$ cat config.mk
export PLATFORM = sky130hd
export DESIGN_NAME = crc5_t_flat
export DESIGN_NICKNAME = d
export VERILOG_FILES = /design/src/rtl/usb_pkg.sv /design/src/rtl/crc5_t_if.sv /design/src/rtl/crc5.sv /design/src/rtl/crc5_t.sv /design/src/flat_wrapper.sv
export SDC_FILE = /design/constraint.sdc
export NUM_CORES = 1
export LEC_CHECK = 0
export CORE_MARGIN = 5
export CORE_UTILIZATION = 50
export DETAILED_ROUTE_END_ITERATION = 7
export MAX_ROUTING_LAYER = met4
export PLACE_DENSITY = 0.78
export SLEW_MARGIN = 25
export SYNTH_ARGS = -nofsm -noshare
export SYNTH_HDL_FRONTEND = slang
export SYNTH_SLANG_ARGS = --single-unit
$ cat constraint.sdc
create_clock -name clk -period 2.11 [get_ports clk]
set_input_delay 0.3165 -clock clk [delete_from_list [all_inputs] [get_ports clk]]
set_output_delay 0.3165 -clock clk [all_outputs]
set_load 0.01 [all_outputs]
$ cat src/rtl/usb_pkg.sv
// Shared USB link-layer definitions: PID codes, packet classes, tx FSM states,
// the CRC5 seed and the latched request struct.
package usb_pkg;

  localparam logic [3:0] PID_OUT   = 4'b0001;
  localparam logic [3:0] PID_IN    = 4'b1001;
  localparam logic [3:0] PID_SOF   = 4'b0101;
  localparam logic [3:0] PID_SETUP = 4'b1101;
  localparam logic [3:0] PID_PING  = 4'b0100;
  localparam logic [3:0] PID_ACK   = 4'b0010;
  localparam logic [3:0] PID_NAK   = 4'b1010;
  localparam logic [3:0] PID_STALL = 4'b1110;
  localparam logic [3:0] PID_NYET  = 4'b0110;
  localparam logic [3:0] PID_DATA0 = 4'b0011;
  localparam logic [3:0] PID_DATA1 = 4'b1011;
  localparam logic [3:0] PID_DATA2 = 4'b0111;
  localparam logic [3:0] PID_MDATA = 4'b1111;

  localparam logic [4:0] CRC5_SEED = 5'h1f;

  typedef enum logic [1:0] {
    PKT_TOKEN,
    PKT_HS,
    PKT_ILLEGAL
  } pkt_class_e;

  typedef enum logic [2:0] {
    TX_IDLE,
    TX_PID,
    TX_ADDR,
    TX_CRC,
    TX_GAP
  } tx_state_e;

  typedef struct packed {
    logic [3:0] pid;
    logic [6:0] addr;
    logic [3:0] endp;
    logic       inj;
  } tx_req_t;

  function automatic pkt_class_e pid_class(input logic [3:0] pid);
    if (pid[1:0] == 2'b01 || pid == PID_PING) return PKT_TOKEN;
    if (pid[1:0] == 2'b10)                    return PKT_HS;
    return PKT_ILLEGAL;
  endfunction

  function automatic logic [4:0] bitrev5(input logic [4:0] v);
    return {v[0], v[1], v[2], v[3], v[4]};
  endfunction

endpackage

$ cat src/rtl/crc5_t_if.sv
// Request and phy byte-stream bundle of the short-packet transmitter.
// slave = transmitter side, master = link control / phy side.
interface crc5_t_if;
  logic       tx_req_valid;
  logic       tx_req_ready;
  logic [3:0] tx_pid;
  logic [6:0] tx_addr;
  logic [3:0] tx_endp;
  logic       tx_done;
  logic       tx_pid_err;
  logic       tx_lp_sop;
  logic       tx_lp_eop;
  logic       tx_lp_valid;
  logic       tx_lp_ready;
  logic [7:0] tx_lp_data;

  modport slave (
    input  tx_req_valid, tx_pid, tx_addr, tx_endp, tx_lp_ready,
    output tx_req_ready, tx_done, tx_pid_err,
    output tx_lp_sop, tx_lp_eop, tx_lp_valid, tx_lp_data
  );

  modport master (
    output tx_req_valid, tx_pid, tx_addr, tx_endp, tx_lp_ready,
    input  tx_req_ready, tx_done, tx_pid_err,
    input  tx_lp_sop, tx_lp_eop, tx_lp_valid, tx_lp_data
  );
endinterface

$ cat src/rtl/crc5.sv
// Combinational USB CRC5 (x^5+x^2+1) over 11 bits, d[0] first on the wire.
// c_out is the complemented register; the wire field is its bit reversal.
module crc5 (
  input  logic [4:0]  c,
  input  logic [10:0] d,
  output logic [4:0]  c_out
);
  logic [4:0] r;
  logic       fb;

  always_comb begin
    r  = c;
    fb = 1'b0;
    for (int i = 0; i < 11; i++) begin
      fb = r[4] ^ d[i];
      r  = {r[3:0], 1'b0} ^ (fb ? 5'b00101 : 5'b00000);
    end
    c_out = ~r;
  end
endmodule

$ cat src/rtl/crc5_t.sv
// USB TOKEN/HANDSHAKE transmitter: latches one request and streams PID, ADDR,
// CRC bytes to the phy. Optional CRC5_TX_ERR_INJ_EN adds crc_inject.
module crc5_t
  import usb_pkg::*;
#(
  parameter int IPG_CYCLES = 2
) (
  input  logic      clk,
  input  logic      rst_n,
`ifdef CRC5_TX_ERR_INJ_EN
  input  logic      crc_inject,
`endif
  crc5_t_if.slave   bus
);
  localparam int GW = (IPG_CYCLES > 1) ? $clog2(IPG_CYCLES) : 1;
  localparam logic [GW-1:0] GAP_LAST = GW'((IPG_CYCLES > 0) ? IPG_CYCLES - 1 : 0);

  tx_state_e     state_q, state_d;
  tx_req_t       req_q, req_d, req_in;
  logic [GW-1:0] gap_q, gap_d;

  logic       ready_q, done_q, err_q, sop_q, eop_q, valid_q;
  logic [7:0] data_q;
  logic       done_d, err_d, sop_d, eop_d, valid_d;
  logic [7:0] data_d;

  logic       accept, beat;
  logic [4:0] crc_out, crc_field;

  assign accept = bus.tx_req_valid & ready_q;
  assign beat   = valid_q & bus.tx_lp_ready;

  always_comb begin
    req_in.pid  = bus.tx_pid;
    req_in.addr = bus.tx_addr;
    req_in.endp = bus.tx_endp;
`ifdef CRC5_TX_ERR_INJ_EN
    req_in.inj  = crc_inject;
`else
    req_in.inj  = 1'b0;
`endif
  end

  // CRC only feeds the CRC byte, which is loaded while req_q is already stable.
  crc5 u_crc5 (
    .c     (CRC5_SEED),
    .d     ({req_q.endp, req_q.addr}),
    .c_out (crc_out)
  );
  assign crc_field = bitrev5(crc_out) ^ {4'b0000, req_q.inj};

  always_comb begin
    state_d = state_q;
    req_d   = req_q;
    gap_d   = gap_q;
    done_d  = 1'b0;
    err_d   = 1'b0;
    unique case (state_q)
      TX_IDLE: if (accept) begin
        req_d = req_in;
        if (pid_class(req_in.pid) == PKT_ILLEGAL) err_d   = 1'b1;
        else                                      state_d = TX_PID;
      end
      TX_PID: if (beat) begin
        if (pid_class(req_q.pid) == PKT_HS) begin
          done_d  = 1'b1;
          gap_d   = '0;
          state_d = (IPG_CYCLES > 0) ? TX_GAP : TX_IDLE;
        end else begin
          state_d = TX_ADDR;
        end
      end
      TX_ADDR: if (beat) state_d = TX_CRC;
      TX_CRC: if (beat) begin
        done_d  = 1'b1;
        gap_d   = '0;
        state_d = (IPG_CYCLES > 0) ? TX_GAP : TX_IDLE;
      end
      TX_GAP: begin
        if (gap_q == GAP_LAST) state_d = TX_IDLE;
        else                   gap_d   = gap_q + 1'b1;
      end
      default: state_d = TX_IDLE;
    endcase
  end

  // Outputs are decoded from the next state so they register alongside it;
  // a stalled beat leaves state/req untouched, which keeps the byte stable.
  always_comb begin
    valid_d = 1'b0;
    sop_d   = 1'b0;
    eop_d   = 1'b0;
    data_d  = 8'h00;
    unique case (state_d)
      TX_PID: begin
        valid_d = 1'b1;
        sop_d   = 1'b1;
        eop_d   = (pid_class(req_d.pid) == PKT_HS);
        data_d  = {~req_d.pid, req_d.pid};
      end
      TX_ADDR: begin
        valid_d = 1'b1;
        data_d  = {req_d.endp[0], req_d.addr};
      end
      TX_CRC: begin
        valid_d = 1'b1;
        eop_d   = 1'b1;
        data_d  = {crc_field, req_d.endp[3:1]};
      end
      default: ;
    endcase
  end

  always_ff @(posedge clk or negedge rst_n) begin
    if (!rst_n) begin
      state_q <= TX_IDLE;
      req_q   <= '0;
      gap_q   <= '0;
      ready_q <= 1'b0;
      done_q  <= 1'b0;
      err_q   <= 1'b0;
      sop_q   <= 1'b0;
      eop_q   <= 1'b0;
      valid_q <= 1'b0;
      data_q  <= 8'h00;
    end else begin
      state_q <= state_d;
      req_q   <= req_d;
      gap_q   <= gap_d;
      ready_q <= (state_d == TX_IDLE);
      done_q  <= done_d;
      err_q   <= err_d;
      sop_q   <= sop_d;
      eop_q   <= eop_d;
      valid_q <= valid_d;
      data_q  <= data_d;
    end
  end

  assign bus.tx_req_ready = ready_q;
  assign bus.tx_done      = done_q;
  assign bus.tx_pid_err   = err_q;
  assign bus.tx_lp_sop    = sop_q;
  assign bus.tx_lp_eop    = eop_q;
  assign bus.tx_lp_valid  = valid_q;
  assign bus.tx_lp_data   = data_q;

endmodule
$ cat src/flat_wrapper.sv
// flat-port wrapper written by rule: the top's interface ports become plain ports
module crc5_t_flat import usb_pkg::*;
#(
  parameter int IPG_CYCLES = 2
)
  (clk, rst_n, bus_tx_req_valid, bus_tx_pid, bus_tx_addr, bus_tx_endp, bus_tx_lp_ready, bus_tx_req_ready, bus_tx_done, bus_tx_pid_err, bus_tx_lp_sop, bus_tx_lp_eop, bus_tx_lp_valid, bus_tx_lp_data);
  crc5_t_if bus_i ();
  input  logic clk;
  input  logic rst_n;
  input wire logic [$bits(bus_i.tx_req_valid)-1:0] bus_tx_req_valid;
  input wire logic [$bits(bus_i.tx_pid)-1:0] bus_tx_pid;
  input wire logic [$bits(bus_i.tx_addr)-1:0] bus_tx_addr;
  input wire logic [$bits(bus_i.tx_endp)-1:0] bus_tx_endp;
  input wire logic [$bits(bus_i.tx_lp_ready)-1:0] bus_tx_lp_ready;
  output wire logic [$bits(bus_i.tx_req_ready)-1:0] bus_tx_req_ready;
  output wire logic [$bits(bus_i.tx_done)-1:0] bus_tx_done;
  output wire logic [$bits(bus_i.tx_pid_err)-1:0] bus_tx_pid_err;
  output wire logic [$bits(bus_i.tx_lp_sop)-1:0] bus_tx_lp_sop;
  output wire logic [$bits(bus_i.tx_lp_eop)-1:0] bus_tx_lp_eop;
  output wire logic [$bits(bus_i.tx_lp_valid)-1:0] bus_tx_lp_valid;
  output wire logic [$bits(bus_i.tx_lp_data)-1:0] bus_tx_lp_data;
  assign bus_i.tx_req_valid = bus_tx_req_valid;
  assign bus_i.tx_pid = bus_tx_pid;
  assign bus_i.tx_addr = bus_tx_addr;
  assign bus_i.tx_endp = bus_tx_endp;
  assign bus_i.tx_lp_ready = bus_tx_lp_ready;
  assign bus_tx_req_ready = bus_i.tx_req_ready;
  assign bus_tx_done = bus_i.tx_done;
  assign bus_tx_pid_err = bus_i.tx_pid_err;
  assign bus_tx_lp_sop = bus_i.tx_lp_sop;
  assign bus_tx_lp_eop = bus_i.tx_lp_eop;
  assign bus_tx_lp_valid = bus_i.tx_lp_valid;
  assign bus_tx_lp_data = bus_i.tx_lp_data;
  crc5_t #(.IPG_CYCLES(IPG_CYCLES)) u_core (.clk(clk), .rst_n(rst_n), .bus(bus_i));
endmodule
==> results.py <==
metrics = {
    "outcome": {
        "status": "complete, no violations",
    },
    "route": {
        "wl_per_cell_um": 14.2,
        "drt_iter0_drc": 23,
        "wirelength_mm": 3.05,
        "route.detailed.drc": 0,
        "dr.pass1.iters": 4,
        "num_vias": 1065,
        "ant_nets": 0,
        "vias_per_cell": 4.95,
    },
    "timing": {
        "fmax_ghz": 0.551,
        "slew_headroom_pct": 73.5,
        "finalHoldViolCount": 0,
        "fin_crit_sh_pct": 86.0,
        "setup_viol": 0,
        "fin_setup_tns_ps": 0,
        "worstMarginPinSlew_ps": 398,
        "final.min_clock_period_ps": 1810,
        "rsz0062_at_grt": "no",
        "maxSlewViolCount": 0,
        "skew_ps": 11.3,
    },
    "clocking": {
        "cts_tree": "yes",
        "clk_path_buf_depth": 2,
        "cts_root_buffer": "clkbuf_4",
        "numCtsBuffers": 5,
        "clkTransAtPathRegs_ps": 100,
        "clkLatencyLatePin_ps": 350,
        "ctsResizeCount": 0,
        "cts.sinks": 33,
        "htree_levels": 2,
        "hold_buffers": 0,
        "cts_setup_buffers": 0,
    },
    "place": {
        "placed_area_um2": 1980,
        "dp_hpwl_mm": 2.30,
        "place_congestion": 0.819,
        "portBuffers": 32,
        "dp_cells": 207,
    },
    "global_routing": {
        "antenna_found_initial": 0,
        "grt_pass1_wl_mm": 5.40,
        "grt_pass1_vias": 1122,
        "grt_use_total_pct": 17.6,
        "overflow": 0,
        "grt_max_degree": 34,
    },
    "run": {
        "maxCapViolations": 0,
    },
    "synth": {
        "netlist.top_cell.by_area": "dfrtp_1",
        "synth_edf_count": 0,
        "yosys_warnings": 0,
        "synthArstFlopShare_pct": 100,
        "synth_nets": 150,
        "synth-seq-area-share_pct": 51.8,
        "synth_seq_cells": 33,
        "synth_area_leaders": "dfrtp_1 52%, mux2_2 7.1%, xnor2_1 3.8%, xor3_1 3.0%, xor2_1 2.7%",
        "synth_cell_types": 37,
        "yosys_most_used_dff": "dfrtp_1",
        "netlist_area_um2": 1590,
        "synthCells": 131,
        "yosysMostFrequentCell": "dfrtp_1",
        "synthTopCellsByCount": "33 x dfrtp_1, 10 x mux2_2, 10 x nand2_1",
        "yosysTopAreaCellShare_pct": 51.8,
        "syn_area_per_cell_um2": 12.2,
    },
    "critical_path": {
        "cp_slowest_cell": "dfrtp_1",
        "worstPathCellList": "nor2_2 > nand4b_4 > buf_4 > mux2_1 > mux2i_1 > o21ai_1",
        "arrival_ps": 2050,
        "critPathLaunchType": "flop",
        "cp.buffers_inverters": 1,
        "critPathRequiredTime_ps": 2350,
        "crit_fanout": 13,
        "critical_path_class": "flop to flop",
        "cp_top_family": "multiplexers",
        "crit_path_end_kind": "flop",
        "cpPeakStageDelay_ps": 430,
    },
    "power_and_ir_drop": {
        "ir_worst_vdd_mv": 0.942,
        "power_density_nw_per_um2": 1820,
        "power.leakage_nw": 0.919,
    },
    "layout": {
        "syn2layout_area_growth_pct": 27.7,
        "fill_cells": 262,
        "final_area_um2": 2030,
        "multiInputGateArea_um2": 711,
        "utilization_pct": 66.6,
        "layout.nets": 189,
        "finalNonFillerCells": 215,
        "antenna_cells": 0,
        "drive_above_1_share_pct": 17.5,
        "regArea_um2": 826,
    },
    "floorplan": {
        "chipWidth_um": 66.4,
        "num_rows": 20,
        "coreArea_um2": 3050,
        "design.die.area_um2": 4410,
        "die_h_um": 66.4,
        "ios": 33,
        "initial_core_util_pct": 52.2,
    },
    "hold_path": {
        "min_path_type": "input port to asynchronous set/reset pin",
    },
}
sequential cells by signal, indices dropped and copies added, names as in the netlist:
register	count
u_core.bus.tx_lp_eop	1
u_core.state_q	3
u_core.bus.tx_lp_valid	1
u_core.bus.tx_done	1
u_core.bus.tx_req_ready	1
u_core.req_q	15
u_core.bus.tx_pid_err	1
u_core.gap_q	1
u_core.bus.tx_lp_data	8
u_core.bus.tx_lp_sop	1
cell type report:
class	count	share of cell area, %
clock buffers	6	2.03
clock inverters	2	0.492
inverters	5	1.35
multi-input cells	89	35.0
flip-flops and latches	33	40.6
well taps	44	2.71
repair buffers	36	17.8
routing by layer:
layer	vias up	global-route usage, %	wire (µm)
met4	0	9.39	78
met3	9	5.10	170
met2	29	25.9	1510
li1	530	-	-
met5	-	-	0
met1	497	21.8	1300
stage by stage:
stage	power, mW	worst slack [ps]	hold slack [ps]
floorplan	2.80	468	20.9
global placement	3.33	124	477
detailed placement	3.39	83.5	479
CTS	3.73	277	375
global route	3.99	171	387
finish	3.70	296	360
report_power, final:
group	total, mW	switching [mW]	internal (mW)
Clock	0.333	0.206	0.127
Combinational	2.25	1.02	1.23
Sequential	1.11	0.193	0.920
final timing paths:
check	from	to	slack, ps	cells after the start
hold / removal	rst_n	u_core.bus.tx_lp_valid	360	2
max in group asynchronous	rst_n	u_core.req_q[15]	1450	2
hold reg to reg	u_core.gap_q	u_core.gap_q	510	1
setup reg to reg	u_core.state_q[0]	u_core.bus.tx_lp_data[1]	300	6
min in group clk	u_core.gap_q	u_core.gap_q	510	1
setup / recovery	u_core.state_q[0]	u_core.bus.tx_lp_data[1]	300	6
placed cells by master, fill, tap and decap left out, drive strengths merged:
cell type	netlist	final
and2	3	3
o21ai	5	5
or2	1	1
clkdlybuf4s50	0	32
nor2b	4	4
o22a	1	1
clkbuf	0	6
dfrtp	33	33
xor2	5	5
nand2	10	10
inv	4	4
nand4b	1	1
nor3	1	1
mux2	13	13
o32ai	2	2
a22o	1	1
a21oi	7	7
a32o	1	1
buf	4	4
xor3	2	2
and3	1	1
a31o	1	1
nor3b	1	1
nor2	8	8
xnor2	8	8
nand3	4	4
nand2b	1	1
or3	1	1
mux2i	4	4
clkinv	1	3
and4b	1	1
o21bai	1	1
xnor3	1	1
cells by family after synthesis:
group | share of synthesized area, %
flip-flops | 51.8
buffers and inverters | 3.53
multiplexers | 11.7
AO/OA/AOI/OAI | 7.93
XOR/XNOR | 12.0
AND/OR/NAND/NOR | 13.0
Note: power is estimated with default switching activity, not from simulation.
==> variant 1 (same flow settings) <==
`IPG_CYCLES` is set to 2 in 2 places; all go to 1.
--- a/src/rtl/crc5_t.sv
+++ b/src/rtl/crc5_t.sv
@@ -3,7 +3,7 @@
 module crc5_t
   import usb_pkg::*;
 #(
-  parameter int IPG_CYCLES = 2
+  parameter int IPG_CYCLES = 1
 ) (
   input  logic      clk,
   input  logic      rst_n,
--- a/src/flat_wrapper.sv
+++ b/src/flat_wrapper.sv
@@ -1,7 +1,7 @@
 // flat-port wrapper written by rule: the top's interface ports become plain ports
 module crc5_t_flat import usb_pkg::*;
 #(
-  parameter int IPG_CYCLES = 2
+  parameter int IPG_CYCLES = 1
 )
   (clk, rst_n, bus_tx_req_valid, bus_tx_pid, bus_tx_addr, bus_tx_endp, bus_tx_lp_ready, bus_tx_req_ready, bus_tx_done, bus_tx_pid_err, bus_tx_lp_sop, bus_tx_lp_eop, bus_tx_lp_valid, bus_tx_lp_data);
   crc5_t_if bus_i ();
Function: changed (Yosys sat finds a counterexample within 10 cycles, from zero or initial values and one cycle with rst_n low).
==> variant 1 against the original RTL <==
  * Cell area decreased by 1.5%
  * Count of clock-buffer cells in the layout up 1
  * Synthesized area decreased by 3.6%
  * Routed wire length shrank 1.2%
  * Total power is 0.47% higher
  * First-iteration DRC count increased by 39%
  * Die area shrank 3.1%
  * Sequential cell count fell by 1
  * Worst setup slack worse by 0.063 ns
  * Sequential power shrank 4%
  * Critical endpoint is now u_core.bus.tx_lp_data[4]$_DFF_PN0_
  * Largest cell class unchanged
==> variant 1: results (changes against the original RTL) <==
Run status
Run status: finished clean (unchanged).

Placed design
The HPWL after detailed placement is 2.29 mm (was 2.30 mm). The placement-stage cell area is 0.00194 sq mm (was 0.00198 sq mm). The global placement routability congestion is 0.805 (was 0.819).

Power and ir drop
The power consumption is 3.71 mW (was 3.70 mW). The power share of the clock group was 10.2% (was 9.0%). The switching power as a share of total power is 36.4% (was 38.4%). The largest voltage drop on the vdd net came to 0.773 mV (was 0.942 mV).

Synthesis
Cell types with the largest area share after synthesis: dfrtp_1 52%, mux2_1 5.1%, xnor2_1 5.1%, mux2_2 4.4%, mux2i_1 3.9% (was dfrtp_1 52%, mux2_2 7.1%, xnor2_1 3.8%, xor3_1 3.0%, xor2_1 2.7%). The number of distinct library cells after synthesis was 32 (was 37). The net count after synthesis is 140 (was 150). The sequential cell area fraction in the yosys report is 52.2% (was 51.8%).

STA
The worst hold-check slack is 0.370 ns (was 0.360 ns). The relative slew slack came to 73.0% (was 73.5%). The maximum clock frequency is 0.533 GHz (was 0.551 GHz).

Finish
The count of multi-input combinational gates is 80 (was 89). The number of nets in the layout was 185 (was 189). The signed area change from the synthesized netlist to the final layout is 30.5% (was 27.7%). The number of clock buffers in the layout is 7 (was 6). The total area of sequential cells is 801 sq um (was 826 sq um). The filler cell count in the final layout is 244 (was 262).

Setup path
The critical path capture point is u_core.bus.tx_lp_data[4]$_DFF_PN0_ (was u_core.bus.tx_lp_data[1]$_DFF_PN0_). The critical path arrival came to 2.13 ns (was 2.05 ns). The critical-path maximum fanout was 8 (was 13).

The launch instance of the worst register-to-register path was u_core.state_q[1]$_DFF_PN0_ (was u_core.state_q[0]$_DFF_PN0_).

Global route
The via count of the first global-routing pass is 1,104 (was 1,122). The largest net degree at the start of global routing is 33 (was 34). The total track usage is 17.4% (was 17.6%).

Route
The total detailed-routing wirelength is 3.02 mm (was 3.05 mm).
[variant 1: cell count changes in the layout (fill, tap and decap cells not counted), moves of 3 or more]
cell / unedited run / this run
buf_4: 3 / 10
nand2_1: 10 / 5
mux2_1: 3 / 7
mux2_2: 10 / 6
a21oi_1: 7 / 4
clkinv_2: 3 / 0
nand3_1: 4 / 7
[variant 1: critical path: stages (launching register included)]
cell and delay (ns):
dfrtp_1 0.46, nor4_4 0.43, buf_4 0.25, mux2i_1 0.29
buf_4 0.17, mux2i_1 0.06, o21ai_1 0.15
[variant 1: cell families (layout without fill, tap and decap cells)]
group | after synthesis | in the layout | synth area share, %
flops | 32 | 32 | 52.2
simple gates | 27 | 27 | 9.70
mux | 20 | 20 | 14.4
xor+xnor | 17 | 17 | 13.0
compound gates | 16 | 16 | 7.34
buf+inv | 9 | 54 | 3.42
[variant 1: layer usage]
metal	vias to the layer above	wire length, microns	track usage [%]
li1	510	-	-
met1	487	1350	21.6
met2	22	1520	26.2
met3	2	134	6.67
met4	0	14	5.96
met5	-	0	-
==> variant 2 (config.mk and constraints unchanged) <==
Made on the original files. Re-encode `tx_state_e` (5 states) as one-hot, 5 bits wide.
--- a/src/rtl/usb_pkg.sv
+++ b/src/rtl/usb_pkg.sv
@@ -24,12 +24,12 @@
     PKT_ILLEGAL
   } pkt_class_e;
 
-  typedef enum logic [2:0] {
-    TX_IDLE,
-    TX_PID,
-    TX_ADDR,
-    TX_CRC,
-    TX_GAP
+  typedef enum logic [4:0] {
+    TX_IDLE = 5'b00001,
+    TX_PID  = 5'b00010,
+    TX_ADDR = 5'b00100,
+    TX_CRC  = 5'b01000,
+    TX_GAP  = 5'b10000
   } tx_state_e;
 
   typedef struct packed {
Check against the original RTL: no difference found for any inputs over 4 cycles, from zero or initial values and one cycle with rst_n low; so few cycles prove little.
==> variant 2 against the original RTL <==
  * Total power fell by 14%
  * Routed wire length rose by 31%
  * Cell area rose by 8.4%
  * Sequential share of layout area fell by 0.81 points
  * Synthesized area rose by 11%
  * Sequential cell count rose by 2
  * Maximum frequency fell by 5.4%
  * Worst setup slack got worse by 0.10 ns
==> variant 2: results (changes against the original RTL) <==
STA
The relative slew slack is 70.6% (was 73.5%). The post-route clock skew is 0.0124 ns (was 0.0113 ns).

Global route
The wire length of the first global-routing pass came to 6.74 mm (was 5.40 mm). The global-route met1 utilization was 22.5% (was 21.8%). The met2 global-route usage came to 29.1% (was 25.9%). The total track usage is 18.1% (was 17.6%). The largest net degree at the start of global routing came to 36 (was 34). The met3 track demand over resource in global routing is 4.20% (was 5.10%).

The via count of the first global-routing pass came to 1,361 (was 1,122).

Route
The initial detailed-routing violation count came to 102 (was 23). The via total after detailed routing is 1,336 (was 1,065). The length of routed met3 wiring was 228 microns (was 170 microns). The routed length per placed instance is 16.7 microns (was 14.2 microns).

The via density per instance was 5.57 (was 4.95). The sum of met2 wire segment lengths after detailed routing is 1.95 mm (was 1.51 mm). The routed length on met1 is 1.79 mm (was 1.30 mm).

Placed design
The global placement routability congestion came to 0.818 (was 0.819). The number of cells after detailed placement is 233 (was 207). The HPWL after detailed placement came to 3.13 mm (was 2.30 mm).

Synthesis
The mean instance size in the synthesized netlist came to 11.4 sq um (was 12.2 sq um). The sequential cell area fraction in the yosys report is 49.6% (was 51.8%). The net count after synthesis came to 174 (was 150). Most common library cells after synthesis: 34 x dfrtp_1, 11 x inv_1, 10 x xnor2_1 (was 33 x dfrtp_1, 10 x mux2_2, 10 x nand2_1). Cell types with the largest area share after synthesis: dfrtp_1 48%, xnor2_1 5.0%, mux2i_1 4.5%, o221ai_1 4.0%, xnor3_1 2.5% (was dfrtp_1 52%, mux2_2 7.1%, xnor2_1 3.8%, xor3_1 3.0%, xor2_1 2.7%). The number of distinct library cells after synthesis is 42 (was 37).

Setup path
The longest individual stage delay on the worst path is 0.46 ns (was 0.43 ns). The critical path arrival is 2.16 ns (was 2.05 ns). The critical-path maximum fanout is 8 (was 13).

Finish
The number of nets in the layout was 213 (was 189). The filler cell count in the final layout is 270 (was 262). The count of inserted antenna diode cells is 0 (unchanged).

The number of flip-flops in the largest register is 15 (unchanged).

Power and ir drop
The power share of the clock group is 11.7% (was 9.0%). The switching power as a share of total power is 38.2% (was 38.4%). The static power due to leakage came to 1.03 nW (was 0.919 nW).

Clock network
The number of gates resized after cts was 0 (unchanged). The worst-skew pair later-pin latency was 0.33 ns (was 0.35 ns).

Run status
Run status: finished clean (unchanged).
variant 2: path summary, 6_finish.rpt:
kind / end / slack [ns] / cells after the start / startpoint
setup reg to reg: u_core.bus.tx_lp_eop$_DFF_PN0_ / 0.19 / 5 / u_core.state_q[2]$_DFF_PN0_
min in group clk: u_core.gap_q$_DFFE_PN0P_ / 0.50 / 1 / u_core.gap_q$_DFFE_PN0P_
max in group asynchronous: u_core.state_q[0]$_DFF_PN1_ / 1.40 / 2 / rst_n
hold reg to reg: u_core.gap_q$_DFFE_PN0P_ / 0.50 / 1 / u_core.gap_q$_DFFE_PN0P_
setup / recovery: u_core.bus.tx_lp_eop$_DFF_PN0_ / 0.19 / 5 / u_core.state_q[2]$_DFF_PN0_
hold / removal: u_core.bus.tx_lp_data[3]$_DFF_PN0_ / 0.38 / 2 / rst_n
variant 2: logic make-up after synthesis:
logic type / Yosys count / share of synthesized area [%]
AOI/OAI and AO/OA: 34 / 14.8
xor gates and xnor gates: 17 / 9.98
buffers and inverters: 18 / 5.02
DFF: 35 / 49.6
muxes: 8 / 4.53
and+or+nand+nor: 43 / 16.1
variant 2: cell type report:
| cell class | instances | area share [%] |
|---|---|---|
| inverter | 12 | 2.04 |
| sequential | 35 | 39.8 |
| clock buffer | 6 | 2.33 |
| clock inverter | 1 | 0.227 |
| tap | 46 | 2.61 |
| multi-input combinational | 102 | 36.4 |
| timing repair buffer | 38 | 16.6 |
variant 2: critical path: cells and delay by family, from the launching register on:
kind            cells  cell delay [ns]
compound gates      1             0.24
buf+inv             1             0.12
flops               1             0.46
mux                 1             0.31
simple gates        2             0.69
variant 2: stage by stage:
stage	power (mW)	instance area (sq um)
floorplan	2.35	1770
global placement	2.78	2150
detailed placement	2.83	2150
CTS	3.20	2200
global route	3.39	2200
finish	3.20	2200
